==> src/rtl/cordic_pkg.sv <==
// Shared constants, state encoding and elaboration-time helpers for the
// iterative CORDIC cosine core.
package cordic_pkg;

   localparam int DATA_W = 32;
   localparam int FRAC_W = 31;

   // 1/prod(sqrt(1+2^-2i)) = 0.607252935 in Q1.31
   localparam logic [DATA_W-1:0] K_Q31 = 32'h4DBA76D4;

   typedef enum logic [1:0] {
      IDLE,
      RUN,
      DONE
   } state_t;

   function automatic logic [63:0] k_scaled(input int guard_bits);
      return {32'd0, K_Q31} << guard_bits;
   endfunction

   function automatic bit max_iter_check(input int iterations);
      return (iterations >= 8) && (iterations <= 31);
   endfunction

endpackage

==> src/rtl/cordic_atan_lut.sv <==
// Combinational arctangent ROM: atan(2^-idx) in Q1.(31+GUARD_BITS), with
// entries computed from real arithmetic at elaboration and rounded to nearest.
module cordic_atan_lut
   import cordic_pkg::*;
#(
   parameter int GUARD_BITS = 2
) (
   input  logic [4:0]                   idx,
   output logic [DATA_W+GUARD_BITS-1:0] atan
);

   localparam int AW = DATA_W + GUARD_BITS;

   // atan(1) is taken directly; for x <= 0.5 the Taylor series converges fast.
   function automatic logic [63:0] atan_fixed(input int i, input int frac);
      real scale;
      real x;
      real x2;
      real term;
      real sum;
      real sgn;
      scale = 1.0;
      for (int k = 0; k < frac; k++) scale = scale * 2.0;
      if (i == 0) begin
         sum = 0.785398163397448309616;
      end else begin
         x = 1.0;
         for (int k = 0; k < i; k++) x = x / 2.0;
         x2   = x * x;
         term = x;
         sum  = 0.0;
         sgn  = 1.0;
         for (int n = 0; n < 32; n++) begin
            sum  = sum + sgn * term / real'(2 * n + 1);
            term = term * x2;
            sgn  = -sgn;
         end
      end
      return 64'(longint'(sum * scale));
   endfunction

   logic [AW-1:0] rom [32];

   for (genvar g = 0; g < 32; g++) begin : g_rom
      localparam logic [63:0] ENTRY = atan_fixed(g, FRAC_W + GUARD_BITS);
      assign rom[g] = ENTRY[AW-1:0];
   end

   assign atan = rom[idx];

endmodule

==> src/rtl/cordic_cos_iter.sv <==
// Iterative rotation-mode CORDIC: one micro-rotation per clock, unsigned Q1.31
// angle in radians to unsigned Q1.31 cosine, valid/ready on both sides.
module cordic_cos_iter
   import cordic_pkg::*;
#(
   parameter int ITERATIONS = 16,
   parameter int GUARD_BITS = 2
) (
   input  logic              clk,
   input  logic              reset,
   input  logic              in_valid,
   output logic              in_ready,
   input  logic [DATA_W-1:0] in_angle,
   output logic              out_valid,
   input  logic              out_ready,
   output logic [DATA_W-1:0] out_cos
);

   localparam int W  = DATA_W + GUARD_BITS + 2;
   localparam int AW = DATA_W + GUARD_BITS;

   localparam logic signed [W-1:0] K_INIT    = W'(k_scaled(GUARD_BITS));
   localparam logic signed [W:0]   RND       = (W + 1)'((64'd1 << GUARD_BITS) >> 1);
   localparam logic [4:0]          ITER_LAST = 5'(ITERATIONS - 1);

   if (!max_iter_check(ITERATIONS)) begin : g_bad_iterations
      $error("cordic_cos_iter: ITERATIONS must be within 8..31");
   end

   state_t state, state_nxt;
   logic [4:0] iter;
   logic signed [W-1:0] x, y, z;
   logic signed [W-1:0] x_nxt, y_nxt, z_nxt;
   logic signed [W-1:0] x_sh, y_sh, atan_ext, z_init;
   logic [AW-1:0] atan;
   logic signed [W:0] rnd_sum, rounded;
   logic [DATA_W-1:0] cos_sat;
   logic last;

   cordic_atan_lut #(
      .GUARD_BITS(GUARD_BITS)
   ) u_atan_lut (
      .idx  (iter),
      .atan (atan)
   );

   assign atan_ext = signed'({2'b00, atan});
   assign z_init   = signed'(W'(in_angle) << GUARD_BITS);
   assign last     = (iter == ITER_LAST);

   // NOTE: sequential state uses non-blocking assignments so every register
   // samples pre-edge values regardless of process ordering.
   always_ff @(posedge clk or posedge reset) begin
      if (reset) state <= IDLE;
      else       state <= state_nxt;
   end

   // NOTE: every output of a combinational block gets a default first, so no
   // path through the case leaves it unassigned and infers a latch.
   always_comb begin
      state_nxt = state;
      in_ready  = 1'b0;
      out_valid = 1'b0;
      unique case (state)
         IDLE: begin
            in_ready = 1'b1;
            if (in_valid) state_nxt = RUN;
         end
         RUN: begin
            if (last) state_nxt = DONE;
         end
         DONE: begin
            out_valid = 1'b1;
            if (out_ready) state_nxt = IDLE;
         end
         default: state_nxt = IDLE;
      endcase
   end

   // Direction comes from the sign of the residual angle.
   always_comb begin
      x_sh = x >>> iter;
      y_sh = y >>> iter;
      if (!z[W-1]) begin
         x_nxt = x - y_sh;
         y_nxt = y + x_sh;
         z_nxt = z - atan_ext;
      end else begin
         x_nxt = x + y_sh;
         y_nxt = y - x_sh;
         z_nxt = z + atan_ext;
      end
   end

   // Round half up into Q1.31, then clamp to the unsigned output range.
   always_comb begin
      rnd_sum = {x_nxt[W-1], x_nxt} + RND;
      rounded = rnd_sum >>> GUARD_BITS;
      if (rounded[W])
         cos_sat = '0;
      else if (rounded[W-1:DATA_W] != '0)
         cos_sat = '1;
      else
         cos_sat = rounded[DATA_W-1:0];
   end

   always_ff @(posedge clk or posedge reset) begin
      if (reset) begin
         x       <= '0;
         y       <= '0;
         z       <= '0;
         iter    <= '0;
         out_cos <= '0;
      end else begin
         unique case (state)
            IDLE: begin
               if (in_valid) begin
                  x    <= K_INIT;
                  y    <= '0;
                  z    <= z_init;
                  iter <= '0;
               end
            end
            RUN: begin
               x <= x_nxt;
               y <= y_nxt;
               z <= z_nxt;
               if (last) out_cos <= cos_sat;
               else      iter    <= iter + 5'd1;
            end
            default: ;
         endcase
      end
   end

endmodule

==> config.mk <==
export PLATFORM = sky130hd
export DESIGN_NAME = cordic_cos_iter
export DESIGN_NICKNAME = d
export VERILOG_FILES = /design/src/rtl/cordic_pkg.sv /design/src/rtl/cordic_atan_lut.sv /design/src/rtl/cordic_cos_iter.sv
export SDC_FILE = /design/constraint.sdc
export NUM_CORES = 1
export LEC_CHECK = 0
export BUFFER_PORTS_ARGS = -buffer_cell sky130_fd_sc_hd__buf_4
export CAP_MARGIN = 0
export CELL_PAD_IN_SITES_DETAIL_PLACEMENT = 1
export CELL_PAD_IN_SITES_GLOBAL_PLACEMENT = 2
export CORE_MARGIN = 3
export CORE_UTILIZATION = 40
export CTS_CLUSTER_SIZE = 24
export DETAILED_ROUTE_END_ITERATION = 8
export PLACE_DENSITY_LB_ADDON = 0.25
export SLEW_MARGIN = 20
export SYNTH_ARGS = -nofsm -noshare
export SYNTH_HDL_FRONTEND = slang
export SYNTH_SLANG_ARGS = --single-unit
==> constraint.sdc <==
create_clock -name clk -period 19 [get_ports clk]
set_input_delay 0 -clock clk [delete_from_list [all_inputs] [get_ports clk]]
set_output_delay 0 -clock clk [all_outputs]
set_load 0.02 [all_outputs]
==> results.ini <==
[run_status]
status=completed

[detailed_routing]
post-route-drc-count=0
wl_per_cell_um=25.2
vias=20000
drt_iter0_drc=1661
dr.pass1.iters=5
wl_um=79300
ant_nets=0
vias_per_cell=6.36

[synth]
yosysWarnings=0
synthArstFlopShare_pct=100
post_synth.cell_area_avg_um2=8.16
netlist_instances=2469
synth_area_leaders=dfrtp_1 18%, mux4_2 7.5%, ha_1 7.3%, a21oi_1 5.3%, xnor2_1 5.0%
yosysTopAreaCellShare_pct=18.3
synth_most_common_cell=nand2_1
yosys_register_bits=147
yosys.area.top_type=dfrtp_1
yosys-top-cells-count=247 x nand2_1, 214 x a21oi_1, 201 x nor2_1
synthesis.nets=2625
synth_ff_type=dfrtp_1
seq_area_frac_synth_pct=18.3
synth_area_mm2=0.0202
yosysUniqueCellTypes=108
synth-edff-count=0

[clock_tree]
htreeDepth=4
clkLatencyLatePin_ns=0.50
cts_root_buffer=clkbuf_16
clockBufferDepth=2
numCtsBuffers=17
postCtsSetupBuffers=0
cts_tree=yes
clkSlewWorstSetupHoldPaths_ns=0.07
numClockSinks=147
cts_resized=0

[critical_path]
ff2ff_setup_slack_ns=8.78
crit_path_start_kind=flop
reg2reg_from=iter[0]
critPathKind=reg2reg
required_ns=19.40
crit_arrival_ns=10.62
r2r_end=out_cos[4]
cp_max_fo=65
end_kind=flop
reg2reg_depth=27

[timing]
min_period_over_period_pct=53.8
worst_pin_slew_ns=1.04
slew_violations=0
timing_hold_violations_final=0
fmax_ghz=0.0979
min_period_ns=10.22
grt_setup_unrepaired=no
setup_viol=0
slew_headroom_pct=30.6
fin_skew_ns=0.0166
fin_tns_setup_ns=0

[floorplanning]
dieWidth_um=230
pin_count=70
core_mm2=0.0494
row_count=81
fp.dieH_um=230
die-area_mm2=0.0531
initial_core_util_pct=40.8

[grt]
antenna_found_initial=1
grt_pass1_wl_um=123000
grt_use_total_pct=29.5
grt_overflow=0
grt_max_degree=70
grt_pass1_vias=20200

[final_layout]
nets=2625
drive_gt1_share_pct=12.4
fin_util_pct=44.3
syn2layout_area_growth_pct=8.57

[placement]
dp_hpwl_um=59800
portBuffers=69
gp_congestion=0.992

[worst_hold_path]
whs_endpoint=z[4]
hold_start=in_valid
holdCritPathClass=in2reg
hold_depth=3

[run]
maxCapViolCount=0

==> cells by family (layout without fill, tap and decap cells) <==
| logic type | Yosys count | after routing | synth area share (%) |
|---|---|---|---|
| AOI/OAI and AO/OA | 812 | 812 | 26.4 |
| and+or+nand+nor | 778 | 778 | 19.0 |
| buffers and inverters | 225 | 238 | 5.54 |
| xor gates and xnor gates | 203 | 203 | 8.93 |
| muxes | 184 | 184 | 14.3 |
| DFF | 147 | 147 | 18.3 |
| adders and majority gates | 120 | 120 | 7.56 |
| other | 0 | 1 | 0 |
==> layout make-up <==
class | instances | area (um2)
Clock buffer | 18 | 429
Multi-Input combinational cell | 2097 | 15400
Sequential cell | 147 | 3690
Tap cell | 664 | 831
Timing Repair Buffer | 138 | 1130
Clock inverter | 14 | 154
Fill cell | 5961 | 27500
Inverter | 68 | 260
Antenna cell | 1 | 2.50
==> placed cells by master, fill, tap and decap left out, types with 37 or more instances in the layout <==
master         synthesis  routed
nor2_1               201     200
buf_4                 23     101
nand3_1               50      50
o21ai_0              186     186
xor2_1                85      85
o31ai_1               37      37
a21o_1                44      44
ha_1                 117     117
mux4_2                67      67
mux2_2                44      44
xnor2_1              116     116
a21oi_1              214     214
mux2i_1               63      63
dfrtp_1              147     141
dlygate4sd3_1          0      37
nor3_1                46      45
nand2_1              247     246
inv_1                 66      65
==> worst max path at each step <==
stage | from | to | slack, ns | cells past startpoint
after global placement | iter[0] | out_cos[6] | 9.55 | 27
final | iter[0] | out_cos[4] | 8.78 | 27
after detailed placement | iter[0] | out_cos[16] | 9.10 | 27
after CTS | iter[0] | out_cos[4] | 9.00 | 27
after global routing | iter[0] | out_cos[8] | 8.10 | 27
after floorplan | iter[0] | out_cos[29] | 12.39 | 28
==> through the flow <==
stage | setup slack, ns | instances | hold WS [ns] | area [um2]
after floorplan | 12.39 | 2469 | 0.108 | 20200
after global routing | 8.10 | 3146 | 0.0621 | 21900
after CTS | 9.00 | 3146 | 0.000373 | 21900
final | 8.78 | 3147 | 0.0338 | 21900
after global placement | 9.55 | 3077 | 0.146 | 20900
after detailed placement | 9.10 | 3077 | 0.158 | 20900
==> critical path: stages, from the launching register on <==
cell and delay [ns]:
dfrtp_4 0.82, buf_4 0.75, mux4_1 0.76, a32o_1 0.25, a21oi_1 0.18, nor3b_1 0.38
ha_1 0.24, inv_1 0.07, nor3b_1 0.58, nand4_1 0.31, nor3_1 0.31, and2_1 0.23
nor2_1 0.08, mux2_2 0.29, nand2_1 0.08, o21ai_0 0.11, ha_1 0.41, and3_1 0.22
nand3_1 0.09, a311oi_1 0.57, nor2_1 0.19, o311ai_1 0.64, nand4_1 0.27, nor4_2 0.48
nand2_1 0.57, nand2_1 0.68, o21ai_0 0.24, o31ai_1 0.27
==> per-layer routing <==
layer | vias up | GRT usage [%] | part of all wire (%)
met1 | 10100 | 39.5 | 45
met5 | - | 0 | 0.018
met2 | 574 | 48.4 | 47
met4 | 2 | 9.35 | 3.0
met3 | 118 | 5.06 | 5.2
li1 | 9253 | - | -
==> flip-flops by register name, indices dropped and copies added, names as in the netlist <==
name and count:
y 36, out_cos 32, x 36, state 2
iter 5, z 36
==> what timing repair did <==
item                                   in CTS  in global routing
endpoints found under the hold margin      97                  0
setup endpoints to repair                   0                  0
hold buffers                               37                  0
Power is not shown: default switching activity piles up to over one toggle a cycle in this logic, so the estimate is an artifact.
